$ cat src/rtl/key_event_fifo.sv
`default_nettype none
// ============================================================================
// Module   : key_event_fifo
// Purpose  : Converts the 16-bit debounced keypad level bitmap into press /
//            release event words, buffers them in a FIFO and exposes the
//            queue through an APB slave window with a level interrupt.
// Ports    : clk, rst_n (async, active-low)
//            key_state[15:0]        key levels, 1 = pressed
//            PSEL/PENABLE/PWRITE/PADDR[3:0]/PWDATA[31:0]  APB request
//            PRDATA[31:0]           combinational read data
//            PREADY                 always 1
//            key_irq                IRQ_EN & FIFO non-empty
// Registers: 0x0 DATA (read pops), 0x4 STATUS, 0x8 CTRL
// Options  : KEY_EVT_TIMESTAMP_EN - store a 16-bit cycle stamp per entry,
//            returned in DATA[23:8]
// Revision : 1.0 - initial release
// ============================================================================
module key_event_fifo #(
  parameter int DEPTH = 8,
  parameter int CW    = 4
) (
  input  logic        clk,
  input  logic        rst_n,
  input  logic [15:0] key_state,
  input  logic        PSEL,
  input  logic        PENABLE,
  input  logic        PWRITE,
  input  logic [3:0]  PADDR,
  input  logic [31:0] PWDATA,
  output logic [31:0] PRDATA,
  output logic        PREADY,
  output logic        key_irq
);

  localparam int c_AW = (DEPTH > 1) ? $clog2(DEPTH) : 1;
`ifdef KEY_EVT_TIMESTAMP_EN
  localparam int c_EW = 21;
`else
  localparam int c_EW = 5;
`endif
  localparam logic [CW-1:0]   c_CNT_ONE = 1;
  localparam logic [c_AW-1:0] c_PTR_ONE = 1;

  logic [15:0]     r_prev;
  logic [15:0]     r_pend_press;
  logic [15:0]     r_pend_rel;
  logic [c_AW-1:0] r_wr_ptr;
  logic [c_AW-1:0] r_rd_ptr;
  logic [CW-1:0]   r_count;
  logic            r_ovf;
  logic            r_irq_en;
  logic            r_rel_en;
  logic [c_EW-1:0] r_mem [DEPTH];

  logic [15:0] w_press;
  logic [15:0] w_rel;
  logic        w_sel_valid;
  logic        w_sel_is_press;
  logic [3:0]  w_sel_idx;
  logic [15:0] w_clr_press;
  logic [15:0] w_clr_rel;
  logic [c_EW-1:0] w_entry;
  logic [c_EW-1:0] w_head;
  logic        w_empty;
  logic        w_full;
  logic        w_rd_acc;
  logic        w_wr_acc;
  logic        w_pop;
  logic        w_push;
  logic        w_ovf_set;
  logic        w_flush;
  logic [31:0] w_data;
  logic [31:0] w_status;
  logic [31:0] w_ctrl;

  assign w_press  = key_state & ~r_prev;
  assign w_rel    = ~key_state & r_prev;

  assign w_empty  = (r_count == '0);
  assign w_full   = (r_count == CW'(DEPTH));
  assign w_rd_acc = PSEL & PENABLE & ~PWRITE;
  assign w_wr_acc = PSEL & PENABLE & PWRITE;
  assign w_pop    = w_rd_acc & (PADDR == 4'h0) & ~w_empty;
  assign w_flush  = w_wr_acc & (PADDR == 4'h8) & PWDATA[2];
  // A flush discards everything, including the event selected this cycle.
  assign w_push    = w_sel_valid & ~w_flush & (~w_full | w_pop);
  assign w_ovf_set = w_sel_valid & ~w_flush & w_full & ~w_pop;

  // Lowest-indexed pending press wins; releases only when no press pending.
  always_comb begin
    w_sel_valid    = 1'b0;
    w_sel_is_press = 1'b0;
    w_sel_idx      = 4'd0;
    for (int i = 15; i >= 0; i--) begin
      if (r_pend_rel[i]) begin
        w_sel_valid = 1'b1;
        w_sel_idx   = 4'(i);
      end
    end
    for (int i = 15; i >= 0; i--) begin
      if (r_pend_press[i]) begin
        w_sel_valid    = 1'b1;
        w_sel_is_press = 1'b1;
        w_sel_idx      = 4'(i);
      end
    end
  end

  assign w_clr_press = (w_sel_valid &  w_sel_is_press) ? (16'd1 << w_sel_idx) : 16'd0;
  assign w_clr_rel   = (w_sel_valid & ~w_sel_is_press) ? (16'd1 << w_sel_idx) : 16'd0;

`ifdef KEY_EVT_TIMESTAMP_EN
  logic [15:0] r_ts;

  always_ff @(posedge clk or negedge rst_n) begin
    if (!rst_n) r_ts <= 16'd0;
    else        r_ts <= r_ts + 16'd1;
  end

  assign w_entry = {r_ts, w_sel_is_press, w_sel_idx};
`else
  assign w_entry = {w_sel_is_press, w_sel_idx};
`endif

  // Storage has no reset; only entries behind valid pointers are ever read.
  always_ff @(posedge clk) begin
    if (w_push) r_mem[r_wr_ptr] <= w_entry;
  end

  assign w_head = r_mem[r_rd_ptr];

  always_ff @(posedge clk or negedge rst_n) begin
    if (!rst_n) begin
      r_prev       <= 16'd0;
      r_pend_press <= 16'd0;
      r_pend_rel   <= 16'd0;
      r_wr_ptr     <= '0;
      r_rd_ptr     <= '0;
      r_count      <= '0;
      r_ovf        <= 1'b0;
      r_irq_en     <= 1'b0;
      r_rel_en     <= 1'b0;
    end else begin
      r_prev <= key_state;

      if (w_flush) begin
        r_pend_press <= 16'd0;
        r_pend_rel   <= 16'd0;
        r_wr_ptr     <= '0;
        r_rd_ptr     <= '0;
        r_count      <= '0;
      end else begin
        // New edges set after the served bit clears, so a re-press of the
        // key being served is not lost.
        r_pend_press <= (r_pend_press & ~w_clr_press) | w_press;
        r_pend_rel   <= (r_pend_rel & ~w_clr_rel) | (r_rel_en ? w_rel : 16'd0);
        if (w_push) r_wr_ptr <= r_wr_ptr + c_PTR_ONE;
        if (w_pop)  r_rd_ptr <= r_rd_ptr + c_PTR_ONE;
        case ({w_push, w_pop})
          2'b10:   r_count <= r_count + c_CNT_ONE;
          2'b01:   r_count <= r_count - c_CNT_ONE;
          default: r_count <= r_count;
        endcase
      end

      // Overflow set takes priority over a software clear in the same cycle.
      if (w_ovf_set)
        r_ovf <= 1'b1;
      else if (w_wr_acc && (PADDR == 4'h4) && PWDATA[8])
        r_ovf <= 1'b0;

      if (w_wr_acc && (PADDR == 4'h8)) begin
        r_irq_en <= PWDATA[0];
        r_rel_en <= PWDATA[1];
      end
    end
  end

  always_comb begin
    w_data   = 32'd0;
    w_status = 32'd0;
    w_ctrl   = 32'd0;
    w_data[31] = ~w_empty;
    if (!w_empty) begin
      w_data[4:0] = w_head[4:0];
`ifdef KEY_EVT_TIMESTAMP_EN
      w_data[23:8] = w_head[20:5];
`endif
    end
    w_status[CW-1:0] = r_count;
    w_status[8]      = r_ovf;
    w_status[9]      = w_full;
    w_ctrl[1:0]      = {r_rel_en, r_irq_en};
    case (PADDR)
      4'h0:    PRDATA = w_data;
      4'h4:    PRDATA = w_status;
      4'h8:    PRDATA = w_ctrl;
      default: PRDATA = 32'd0;
    endcase
  end

  assign PREADY  = 1'b1;
  assign key_irq = r_irq_en & ~w_empty;

  logic w_unused;
  assign w_unused = ^{PWDATA[31:9], PWDATA[7:3]};

endmodule
`default_nettype wire

$ cat config.mk
export PLATFORM = sky130hd
export DESIGN_NAME = key_event_fifo
export DESIGN_NICKNAME = d
export VERILOG_FILES = /design/src/rtl/key_event_fifo.sv
export SDC_FILE = /design/constraint.sdc
export NUM_CORES = 1
export LEC_CHECK = 0
export CAP_MARGIN = 20
export CORE_ASPECT_RATIO = 1.1
export CORE_MARGIN = 4
export CORE_UTILIZATION = 55
export DETAILED_ROUTE_END_ITERATION = 12
export GPL_TIMING_DRIVEN = 1
export PLACE_DENSITY_LB_ADDON = 0.08
export SETUP_SLACK_MARGIN = 0.05
export SKIP_CTS_REPAIR_TIMING = 1
export SYNTH_ARGS = -nofsm -noshare
export SYNTH_HDL_FRONTEND = slang
export SYNTH_SLANG_ARGS = --single-unit
$ cat constraint.sdc
create_clock -name clk -period 5.2 [get_ports clk]
set_input_delay 1.04 -clock clk [delete_from_list [all_inputs] [get_ports clk]]
set_output_delay 1.04 -clock clk [all_outputs]
set_load 0.005 [all_outputs]
==> Word level (Yosys, flattened, before mapping) <==
Memories as Yosys holds them, arrays and structs flattened.
Index checks and enable logic that the tools add are counted.
{ "totals": {"memories": 1, "out_inout_bits": 34, "ramBits": 40, "ff_bits": 61, "in_bits": 57} }
{ "memory_table": {"columns": ["memory", "depth", "width", "read_ports", "rd_clocked_by_memory_dff", "write_ports", "line_no", "rtl"], "rows": [
  ["r_mem", 8, 5, 1, 0, 1, "53", "logic [c_EW-1:0] r_mem [DEPTH];"]
]} }
{ "classes": {"mux": 97, "reduce_logical": 9, "shift": 1, "n_eq_ne": 5, "n_addsub": 4, "bitwise": 31} }
{ "op_table": {"columns": ["op", "n"], "rows": [
  ["$mux W4", 33],
  ["$pmux W32 S3", 1],
  ["$mux W16", 5],
  ["$and A16 B16 Y16", 4],
  ["$not A16 Y16", 4],
  ["$mux W1", 52],
  ["$or A16 B16 Y16", 2],
  ["$shl A1 B4 Y16 const A", 1],
  ["$and A1 B1 Y1", 14],
  ["$mux W3", 4],
  ["$eq A4 B4 Y1 const B", 2],
  ["$logic_not A4 Y1", 2],
  ["$pmux W4 S2", 1],
  ["$add A3 B1 Y3 const B", 2],
  ["$not A1 Y1", 6],
  ["$reduce_bool A2 Y1", 3],
  ["$mux W5", 1],
  ["$add A4 B1 Y4 const B", 1],
  ["$eq A4 B3 Y1 const B", 1],
  ["$sub A4 B1 Y4 const B", 1],
  ["$logic_and A1 B1 Y1", 3],
  ["$reduce_bool A3 Y1", 1],
  ["$eq A2 B1 Y1 const B", 1],
  ["$eq A2 B2 Y1 const B", 1],
  ["$or A1 B1 Y1", 1]
]} }

==> Logic depth before layout (Yosys ltp) <==
Gate-level depths: netlist of the first run.
{ "logic_depth": {"word_depth": 38, "depth_mapped": 13, "depth_no_buf": 10} }

==> Worst setup path after synthesis of the first run <==
OpenSTA, ideal clock, no wires.
{ "synth_timing": {"path_kind": "input-to-reg", "start": "input port PADDR[1]", "end": "register r_count[3]", "cell_stages": 10, "n_path_buf": 1, "setup_slack_ns": 1.713, "setup_ns": 0.132, "t_arrival_ns": 3.355, "cell_sequence": "or4_1 or4_1 clkbuf_1 a21oi_1 ha_1 a21o_1 a21oi_1 mux2i_1 xnor2_1 nor2_1"} }
{ "synth_via": {"elab_chain_len": 9, "word_cells_on_any_way": 15, "classes_between": "eq/ne: 3; mux: 2; bitwise: 8; reduce/logical: 2"} }
{ "synth_rtl": {"columns": ["item", "line_no", "rtl"], "rows": [
  ["start, declared", "28", "input logic [3:0] PADDR,"],
  ["$eq A4 B4 Y1", "84", "assign w_flush = w_wr_acc & (PADDR == 4'h8) & PWDATA[2];"],
  ["$and A1 B1 Y1 (2 in series)", "84", null],
  ["$not A1 Y1", "86", "assign w_push = w_sel_valid & ~w_flush & (~w_full | w_pop);"],
  ["$and A1 B1 Y1 (2 in series)", "86", null],
  ["$eq A2 B1 Y1 / $eq A2 B2 Y1 (equally long branches)", "159", "case ({w_push, w_pop})"],
  ["$pmux W4 S2", "159", null],
  ["$mux W4", "146", "if (w_flush) begin"],
  ["end signal, assigned", "160", "2'b10: r_count <= r_count + c_CNT_ONE;"],
  ["end signal, assigned", "161", "2'b01: r_count <= r_count - c_CNT_ONE;"],
  ["end signal, assigned", "162", "default: r_count <= r_count;"],
  ["end, declared", "49", "logic [CW-1:0] r_count;"]
]} }
Several ways; a longest one is shown, not always the timed one.
A chain may end at the register's enable or synchronous reset.

==> Worst setup path in the final report of the first run <==
{ "layout_timing": {"start": "input port PADDR[1]", "end": "output port PRDATA[3]"} }
{ "layout_via": {"elab_chain_len": 2, "word_cells_on_any_way": 4, "classes_between": "eq/ne: 2; mux: 1; reduce/logical: 1"} }
{ "layout_rtl": {"columns": ["item", "line_no", "rtl"], "rows": [
  ["$eq A4 B4 Y1, or another cell as far along", "194", "case (PADDR)"],
  ["$pmux W32 S3 *", "194", null],
  ["end, declared", "30", "output logic [31:0] PRDATA,"]
]} }
Mark *: on every way between the ends. The rest lies on a longest branch, timed or not.

==> results of run 1 <==
## routing by layer
layer,vias to the layer above,GRT usage [%],share of wire (%)
li1,1742,-,-
met1,1787,27.9,40
met2,110,39.3,52
met4,0,9.85,2.4
met3,17,3.90,5.1
met5,-,0,0
## final timing paths
check / endpoint / slack [ns] / cells past startpoint
worst max-delay path: PRDATA[3] / 1.12 / 5
worst min-delay path: r_pend_press[0] / 0.46 / 1
worst max register to register: r_count[3] / 1.30 / 10
worst min register to register: r_pend_press[0] / 0.46 / 1
max in group asynchronous: r_prev[6] / 3.88 / 2
min in group asynchronous: r_count[1] / 0.82 / 2
## worst register-to-register path, delay by kind of cell, from the launching register on
kind | cells | cell delay [ns]
adder cells (fa/ha/maj) | 1 | 0.30
XOR/XNOR | 1 | 0.14
flip-flops | 1 | 0.46
AO/OA/AOI/OAI | 3 | 0.70
AND/OR/NAND/NOR | 4 | 1.91
multiplexers | 1 | 0.26
## flip-flops by register name (all words and copies together), names as in the netlist
signal and count:
r_rel_en 1, r_prev 16, r_count 4, r_pend_rel 16
r_wr_ptr 3, r_irq_en 1, r_mem 40, r_ovf 1
r_pend_press 16, r_rd_ptr 3
## cells by family after synthesis
kind of cell    share of synthesized area [%]
fa+ha+maj                                1.37
simple gates                             18.3
other cells                             0.147
compound gates                           13.1
mux                                      6.42
buf+inv                                  6.03
flops                                    53.5
xor+xnor                                 1.20
## final cells by class
type / instances / share of cell area [%]
well taps: 114 / 2.52
clock inverters: 7 / 1.48
inverters: 11 / 0.729
clock buffers: 9 / 2.19
repair buffers: 40 / 6.85
multi-input cells: 334 / 38.0
flip-flops and latches: 101 / 48.2
## power by group
part	total (mW)	switching, mW	internal [mW]
clock network	0.501	0.307	0.195
registers	1.16	0.155	1.01
logic	0.500	0.274	0.226
## cells in the final DEF, fill, tap and decap left out, types with 3 or more instances in the layout
cell type | netlist | layout
nand3b_1 | 11 | 11
nor2b_1 | 9 | 9
mux2i_1 | 8 | 8
a211oi_1 | 6 | 6
or4_1 | 6 | 6
o31ai_1 | 6 | 6
or2_2 | 4 | 4
nand4_1 | 3 | 3
mux4_2 | 10 | 10
ha_1 | 4 | 4
edfxtp_1 | 40 | 40
nor2_1 | 56 | 56
a21o_1 | 3 | 3
o41ai_1 | 12 | 12
a31oi_1 | 4 | 4
dfrtp_1 | 61 | 61
clkdlybuf4s50_1 | 0 | 36
a211o_1 | 3 | 3
o21ai_0 | 13 | 13
nor4_1 | 10 | 10
inv_1 | 10 | 10
xnor2_1 | 4 | 4
inv_8 | 0 | 3
conb_1 | 2 | 25
a21oi_1 | 32 | 32
o211ai_1 | 3 | 3
nand3_1 | 8 | 8
nor3_1 | 7 | 7
nand2b_1 | 20 | 20
xor2_1 | 3 | 3
nand2_1 | 24 | 24
and2_1 | 6 | 6
clkbuf_8 | 0 | 9
buf_4 | 25 | 3
nor3b_1 | 4 | 4
==> results.cfg, run 1 <==
[placed_design]
portBuffers = 37
post-dp-hpwl_microns = 8380
dp.cells = 600
place_area_sq_um = 5450
place_congestion = 0.936
dp_slack_ns = 0.998

[timing]
finalSetupTns_ns = 0
skew_ns = 0.0170
worst_slack_ns = 1.12
finalCritPeriodShare_pct = 78.4
setup_violations = 0
tightestPinTransition_ns = 0.878
min_period_ns = 4.08
max-slew-margin-rel_pct = 41.4
max_freq_mhz = 245
whs_ns = 0.461
hold_violations = 0
slew_viol_final = 0
rsz0062_at_grt = no

[cells_and_area]
drive_gt1_share_pct = 8.37
num-nets-final = 559
final_core_util_pct = 63.1
nFillCells = 709
n_antenna_cell = 0
final_area_sq_um = 5660
multi_input_area_sq_um = 2150
final-seq-area_sq_um = 2730
stdcell_count = 616
areaGrowthSynthToFinish_pct = 10.9

[critical_path]
crit_path_end_kind = output port
path_common_cell = clkdlybuf4s50_1
critPathLaunchType = primary input
worstPathRequired_ns = 4.16
cp_top_family = buffers and inverters
criticalPathCategory = primary input to output port
worst-endpoint-arrival_ns = 3.04
crit_chain = clkdlybuf4s50_1 > or4_1 > or2_2 > o21ai_0 > clkdlybuf4s50_1
worst-path-buf-inv = 2
crit_path_start = PADDR[1]
slowest_stage = or4_1
worst-path-max-fanout = 6
r2r_start = r_pend_press[3]
cp_slowest_stage_delay_ns = 0.53

[clock_network]
cts_max_path_buffers = 2
root_buffer = clkbuf_8
cts_max_level = 3
clkTransAtPathRegs_ns = 0.11
clock_sinks = 101
cts_made_buffers = 9
cts_tree = built
insertion_delay_ns = 0.37

[yosys]
synth-async-reset-ratio_pct = 60.4
synthTopCellsByCount = dfrtp_1, nor2_1, edfxtp_1, a21oi_1, buf_4
synthTopCellsByArea = dfrtp_1, edfxtp_1, mux4_2
synth.avg_cell_area_sq_um = 10.9
syn_inst = 468
ys_types = 59
synth_edf_count = 40
ys.flop_type = dfrtp_1
ys_ff_latch = 101
synth_top_area_share_pct = 29.9
yosysSeqAreaShare_pct = 53.5
synth_top_area_cell = dfrtp_1
synth_area_sq_um = 5100
yosysMostFrequentCell = dfrtp_1
yosysWarningCount = 0

[floorplan]
initial_core_util_pct = 56.9
rows = 36
io_pins = 91
core-area_sq_um = 8960
chipHeight_microns = 109
die_x_microns = 99.8
die-area_sq_um = 10900

[worst_hold_path]
hold_class = flip-flop to flip-flop
min-delay-start = r_prev[0]

[global_route]
antenna_found_initial = 0
grt_pass1_wl_microns = 18900
first_global_vias = 3695
overflow = 0
grt_usage_pct = 22.7
grt_max_degree = 62

[route]
drc = 0
wl_per_cell_microns = 18.7
drtIter0Drc = 159
drt-total-wl_microns = 11500
ant_nets = 0
dr.pass1.iters = 4
num_vias = 3656
avgViaCountPerCell = 5.94

[run_status]
status = complete, no violations

[power_and_ir_drop]
power_leakage_nw = 2.05
p_per_area_nw_per_um2 = 382
vdd_drop_max_mv = 0.211
power_mw = 2.16

[run]
maxCapViolCount = 0
Note: power is estimated with default switching activity, not from simulation.
==> inputs of run 2 (changes only) <==
--- a/config.mk
+++ b/config.mk
@@ -8,7 +8,7 @@
 export CAP_MARGIN = 20
 export CORE_ASPECT_RATIO = 1.1
 export CORE_MARGIN = 4
-export CORE_UTILIZATION = 55
+export CORE_UTILIZATION = 48
 export DETAILED_ROUTE_END_ITERATION = 12
 export GPL_TIMING_DRIVEN = 1
 export PLACE_DENSITY_LB_ADDON = 0.08
==> constraint.sdc (replaced) <==
create_clock -name clk -period 3.6 [get_ports clk]
set_input_delay 0.72 -clock clk [delete_from_list [all_inputs] [get_ports clk]]
set_output_delay 0.72 -clock clk [all_outputs]
set_load 0.005 [all_outputs]
==> run 2 against run 1 <==
Core utilization is 5.0 points lower. Largest cell class unchanged. Combinational power is 71% higher. Hold slack worse by 0.11 ns. Clock-buffer cell count stayed put. Highest routed layer unchanged. Flip-flop and latch count stayed put. Clock skew is 0.0093 ns lower. Non-clock buffer count is 31 higher.
==> results.cfg, run 2 (synthesis results as in run 1) <==
[clock_network]
cts_max_path_buffers = 2
cts_tree = built
cts_made_buffers = 9
root_buffer = clkbuf_16
clock_sinks = 101
cts_max_level = 3
insertion_delay_ns = 0.35
clkTransAtPathRegs_ns = 0.07

[timing]
min_period_ns = 3.41
worst_slack_ns = 0.192
slew_viol_final = 0
finalCritPeriodShare_pct = 94.7
hold_violations = 0
rsz0062_at_grt = no
max_freq_mhz = 293
setup_violations = 0
max-slew-margin-rel_pct = 45.7
tightestPinTransition_ns = 0.815
skew_ns = 0.00765
finalSetupTns_ns = 0

[cells_and_area]
regMostFlops = r_mem
stdcell_count = 676
final_area_sq_um = 6040
num-nets-final = 590
areaGrowthSynthToFinish_pct = 18.4
largest_reg_flops = 40
final_cell_mix = dfrtp_1, nor2_1, edfxtp_1
n_antenna_cell = 0
layout_commonest_cell = dfrtp_1
drive_gt1_share_pct = 13.7
nFillCells = 921

[critical_path]
worst-endpoint-arrival_ns = 2.69
worstPathRequired_ns = 2.88
critPathLaunchType = primary input
slowest_stage = or4_1
criticalPathCategory = primary input to output port
worst-path-max-fanout = 6
path_common_cell = clkdlybuf4s50_1
crit_chain = clkdlybuf4s50_1 > or4_1 > or2_2 > o21ai_0 > clkdlybuf4s50_1
crit_path_end_kind = output port
cp_slowest_stage_delay_ns = 0.52

[floorplan]
die_x_microns = 106
io_pins = 91
core-area_sq_um = 10400
initial_core_util_pct = 49.1
chipHeight_microns = 116
die-area_sq_um = 12300
rows = 39

[route]
ant_nets = 0
drtIter0Drc = 179
avgViaCountPerCell = 5.61
num_vias = 3790
dr.pass1.iters = 4
drt-total-wl_microns = 12800
wl_per_cell_microns = 18.9
drc = 0

[global_route]
grt_pass1_wl_microns = 20300
grt_max_degree = 45
antenna_found_initial = 0
met3_usage_pct = 3.48
grt_usage_pct = 21.9
met1_usage_pct = 26.2
globalRouteMet2Util_pct = 39.3
top_usage_layer = met2
first_global_vias = 3838
overflow = 0

[power_and_ir_drop]
power_frac_seq_pct = 47.6
combPwrFrac_pct = 24.6
clkPwrFrac_pct = 27.7
p_per_area_nw_per_um2 = 576
switching_power_mw = 1.12
vdd_drop_max_mv = 0.265
sw_frac_of_total_pct = 32.2
intPower_mw = 2.36
power_mw = 3.48
power_leakage_nw = 2.26

[run]
maxCapViolCount = 0

[placed_design]
dp_slack_ns = 0.129
portBuffers = 37
dp.cells = 659
place_congestion = 0.901
post-dp-hpwl_microns = 9520
place_area_sq_um = 5710

[run_status]
status = complete, no violations

[worst_hold_path]
hold_class = primary input to async pin
run 2: cell count changes in the layout (fill, tap and decap cells not counted):
cell / change
buf_16: +1
buf_4: +30
clkbuf_16: +9
clkbuf_8: -9
clkinv_4: +1
clkinv_8: -1
inv_6: +1
inv_8: -1
run 2: power groups by stage:
| stage | Clock [mW] | Sequential (mW) | Combinational, mW |
|---|---|---|---|
| 2_1_floorplan | 0 | 1.60 | 0.578 |
| 3_3_place_gp | 0 | 1.67 | 0.843 |
| 3_5_place_dp | 0 | 1.68 | 0.861 |
| 4_1_cts | 0.987 | 1.65 | 0.866 |
| 5_1_grt | 1.04 | 1.69 | 0.969 |
| 6_report | 0.965 | 1.66 | 0.857 |
run 2: final cells by class:
type                    instances  area, sq um  share of cell area (%)
well taps                     143          179                    2.96
clock buffers                   9          225                    3.73
repair buffers                 71          641                    10.6
flip-flops and latches        101         2730                    45.2
multi-input cells             334         2150                    35.6
inverters                      11         41.3                   0.684
clock inverters                 7         73.8                    1.22
run 2: per-layer routing:
layer	part of all wire (%)	wire, microns
met4	3.1	392
met2	52	6650
met1	41	5260
met5	0	0
met3	3.6	461
run 2: critical path: cells and delay by family:
family,cells,cell delay [ns]
and+or+nand+nor,2,0.86
AOI/OAI and AO/OA,1,0.17
buffers and inverters,2,0.93
run 2: final timing paths:
| kind | from | to | slack, ns | cells past startpoint |
|---|---|---|---|---|
| min in group clk | r_prev[0] | r_pend_press[0] | 0.44 | 1 |
| min | rst_n | r_rd_ptr[2] | 0.35 | 1 |
| min reg2reg | r_prev[0] | r_pend_press[0] | 0.44 | 1 |
| max in group asynchronous | rst_n | r_pend_press[8] | 2.53 | 3 |
| max | PADDR[1] | PRDATA[2] | 0.19 | 5 |
| max reg2reg | r_pend_press[13] | r_count[3] | 0.24 | 10 |
run 2: stage by stage:
step                hold slack (ns)  utilization (%)
CTS                           0.441             57.9
global placement              0.417             55.0
detailed placement            0.431             55.0
global route                  0.387             58.1
finish                        0.355             58.1
floorplan                     0.409                -
==> RTL edit, RTL diff (config.mk and constraints of run 1) <==
Compare `r_count` against `CW'(DEPTH)` with >= in place of ==.
--- a/src/rtl/key_event_fifo.sv
+++ b/src/rtl/key_event_fifo.sv
@@ -77,7 +77,7 @@
   assign w_rel    = ~key_state & r_prev;
 
   assign w_empty  = (r_count == '0);
-  assign w_full   = (r_count == CW'(DEPTH));
+  assign w_full   = (r_count >= CW'(DEPTH));
   assign w_rd_acc = PSEL & PENABLE & ~PWRITE;
   assign w_wr_acc = PSEL & PENABLE & PWRITE;
   assign w_pop    = w_rd_acc & (PADDR == 4'h0) & ~w_empty;
Formal check against the unedited RTL: no difference found for any inputs over 4 cycles, from zero or initial values and one cycle with rst_n low; that may be too few to reach the edited logic, so the function may still have changed.
==> RTL edit against run 1 <==
  * First-iteration DRC count shrank 9.4%
  * Sequential cell count is the same
  * Synthesized cell count shrank 1.7%
  * Count of clock-buffer cells in the layout is the same
  * Largest power group unchanged
  * Die area increased by 0.34%
  * Wire length is 0.74% higher
  * Combinational power shrank 28%
  * Cell area increased by 0.71%
  * Power fell by 12%
  * Clock skew down 2.1 ps
  * Area after synthesis is 0.37% higher
  * Fmax hardly changed
  * Worst setup slack improved by 0.82 ps
==> RTL edit: results (changes against run 1) <==
sw frac 32.7% (-1.3 points); clk_skew 14.9 ps (-2.08 ps); initial DRC count 144 (-9.4%); Yosys warnings 0 (unchanged); vias in the first global route 3529 (-4.5%); Synth Area in XOR/XNOR 1.03% (-0.18 points); NumNets Final 554 (-0.89%); CP Max Fanout 7 (+1); dpl cells 595 (-0.83%); Worst VDD drop 0.177 mV (-16%); Final GP Congestion 0.968 (+3.4%); Clock Power Share 26.6% (+3.4 points); cts bufs inserted 9 (unchanged); largest stage delay on the critical path 540 ps; Pwr Density 334 mW/mm^2 (-12%); post-DP HPWL 8.34 mm (-0.50%); worst min path class reg -> reg; LEAKAGE 2.07 nW (+0.62%); Routed met1 length 4.46 mm (-3.8%); First-pass DRT Iterations 6 (+2); clk_lat worst skew 380 ps; wire per inst 19.0 um (+1.6%); area of placed instances 0.00550 sq mm (+0.78%); Synth area leaders dfrtp_1 (30%), edfxtp_1 (23%), mux4_2 (4.4%); WL met2 6.28 mm (+4.6%); fraction of layout cells with a size suffix above 1 9.86% (+1.5 points); met1 Resource Use GR 26.2% (-1.7 points); compound-cell area share of the yosys netlist 13.7% (+0.64 points); CP top delay family buffers and inverters; post-synthesis cell count 460 (-1.7%); CP max-delay cell clkdlybuf4s50_1; met3 WL 572 um (-2.6%); Comb power 0.362 mW (-28%); via count 3622 (-0.93%); relative slew slack 41.6% (+0.14 points); register area share after synthesis 53.3% (-0.20 points); GRT Overall Usage 22.0% (-0.62 points); first-pass GRT wire length 18.2 mm (-3.7%); commonest cells in the netlist dfrtp_1 (61), nor2_1 (42), edfxtp_1 (40), a21oi_1 (28), buf_4 (25); multiplexer area fraction after synthesis 6.21% (-0.22 points); met3 usage 4.22% (+0.32 points); status complete, no violations; met2 usage 40.0% (+0.71 points); vias per cell 5.93 (-0.12%); post-synthesis adder-cell area fraction 1.37% (-0.0050 points)
-- RTL edit: changes by cell type after synthesis, sizes merged, moves of 3 or more --
cell / delta
nor2: -14
and3: +6
inv: +5
a21oi: -4
nand2: -4
a211o: -3
a211oi: -3
a31oi: +3
buf: -3
nand2b: +3
nor3: +3
o21ai: -3
o311ai: +3
o31ai: -3
-- RTL edit: final cells by class --
type                    instances  area (sq um)
well taps                     114           143
flip-flops and latches        101          2730
clock inverters                 7          81.3
repair buffers                 41           395
fillers                       712          3260
multi-input cells             323          2170
inverters                      16          60.1
clock buffers                   9           124
-- RTL edit: final timing paths --
path                                  from               to  slack (ps)  cells after the start
setup / recovery                  PADDR[1]        PRDATA[1]        1120                      5
hold / removal                   r_prev[0]  r_pend_press[0]         440                      1
setup reg to reg           r_pend_press[2]       r_count[3]        1340                     11
hold reg to reg                  r_prev[0]  r_pend_press[0]         440                      1
max in group asynchronous            rst_n       r_prev[13]        3860                      2
min in group asynchronous            rst_n  r_pend_press[3]         820                      2
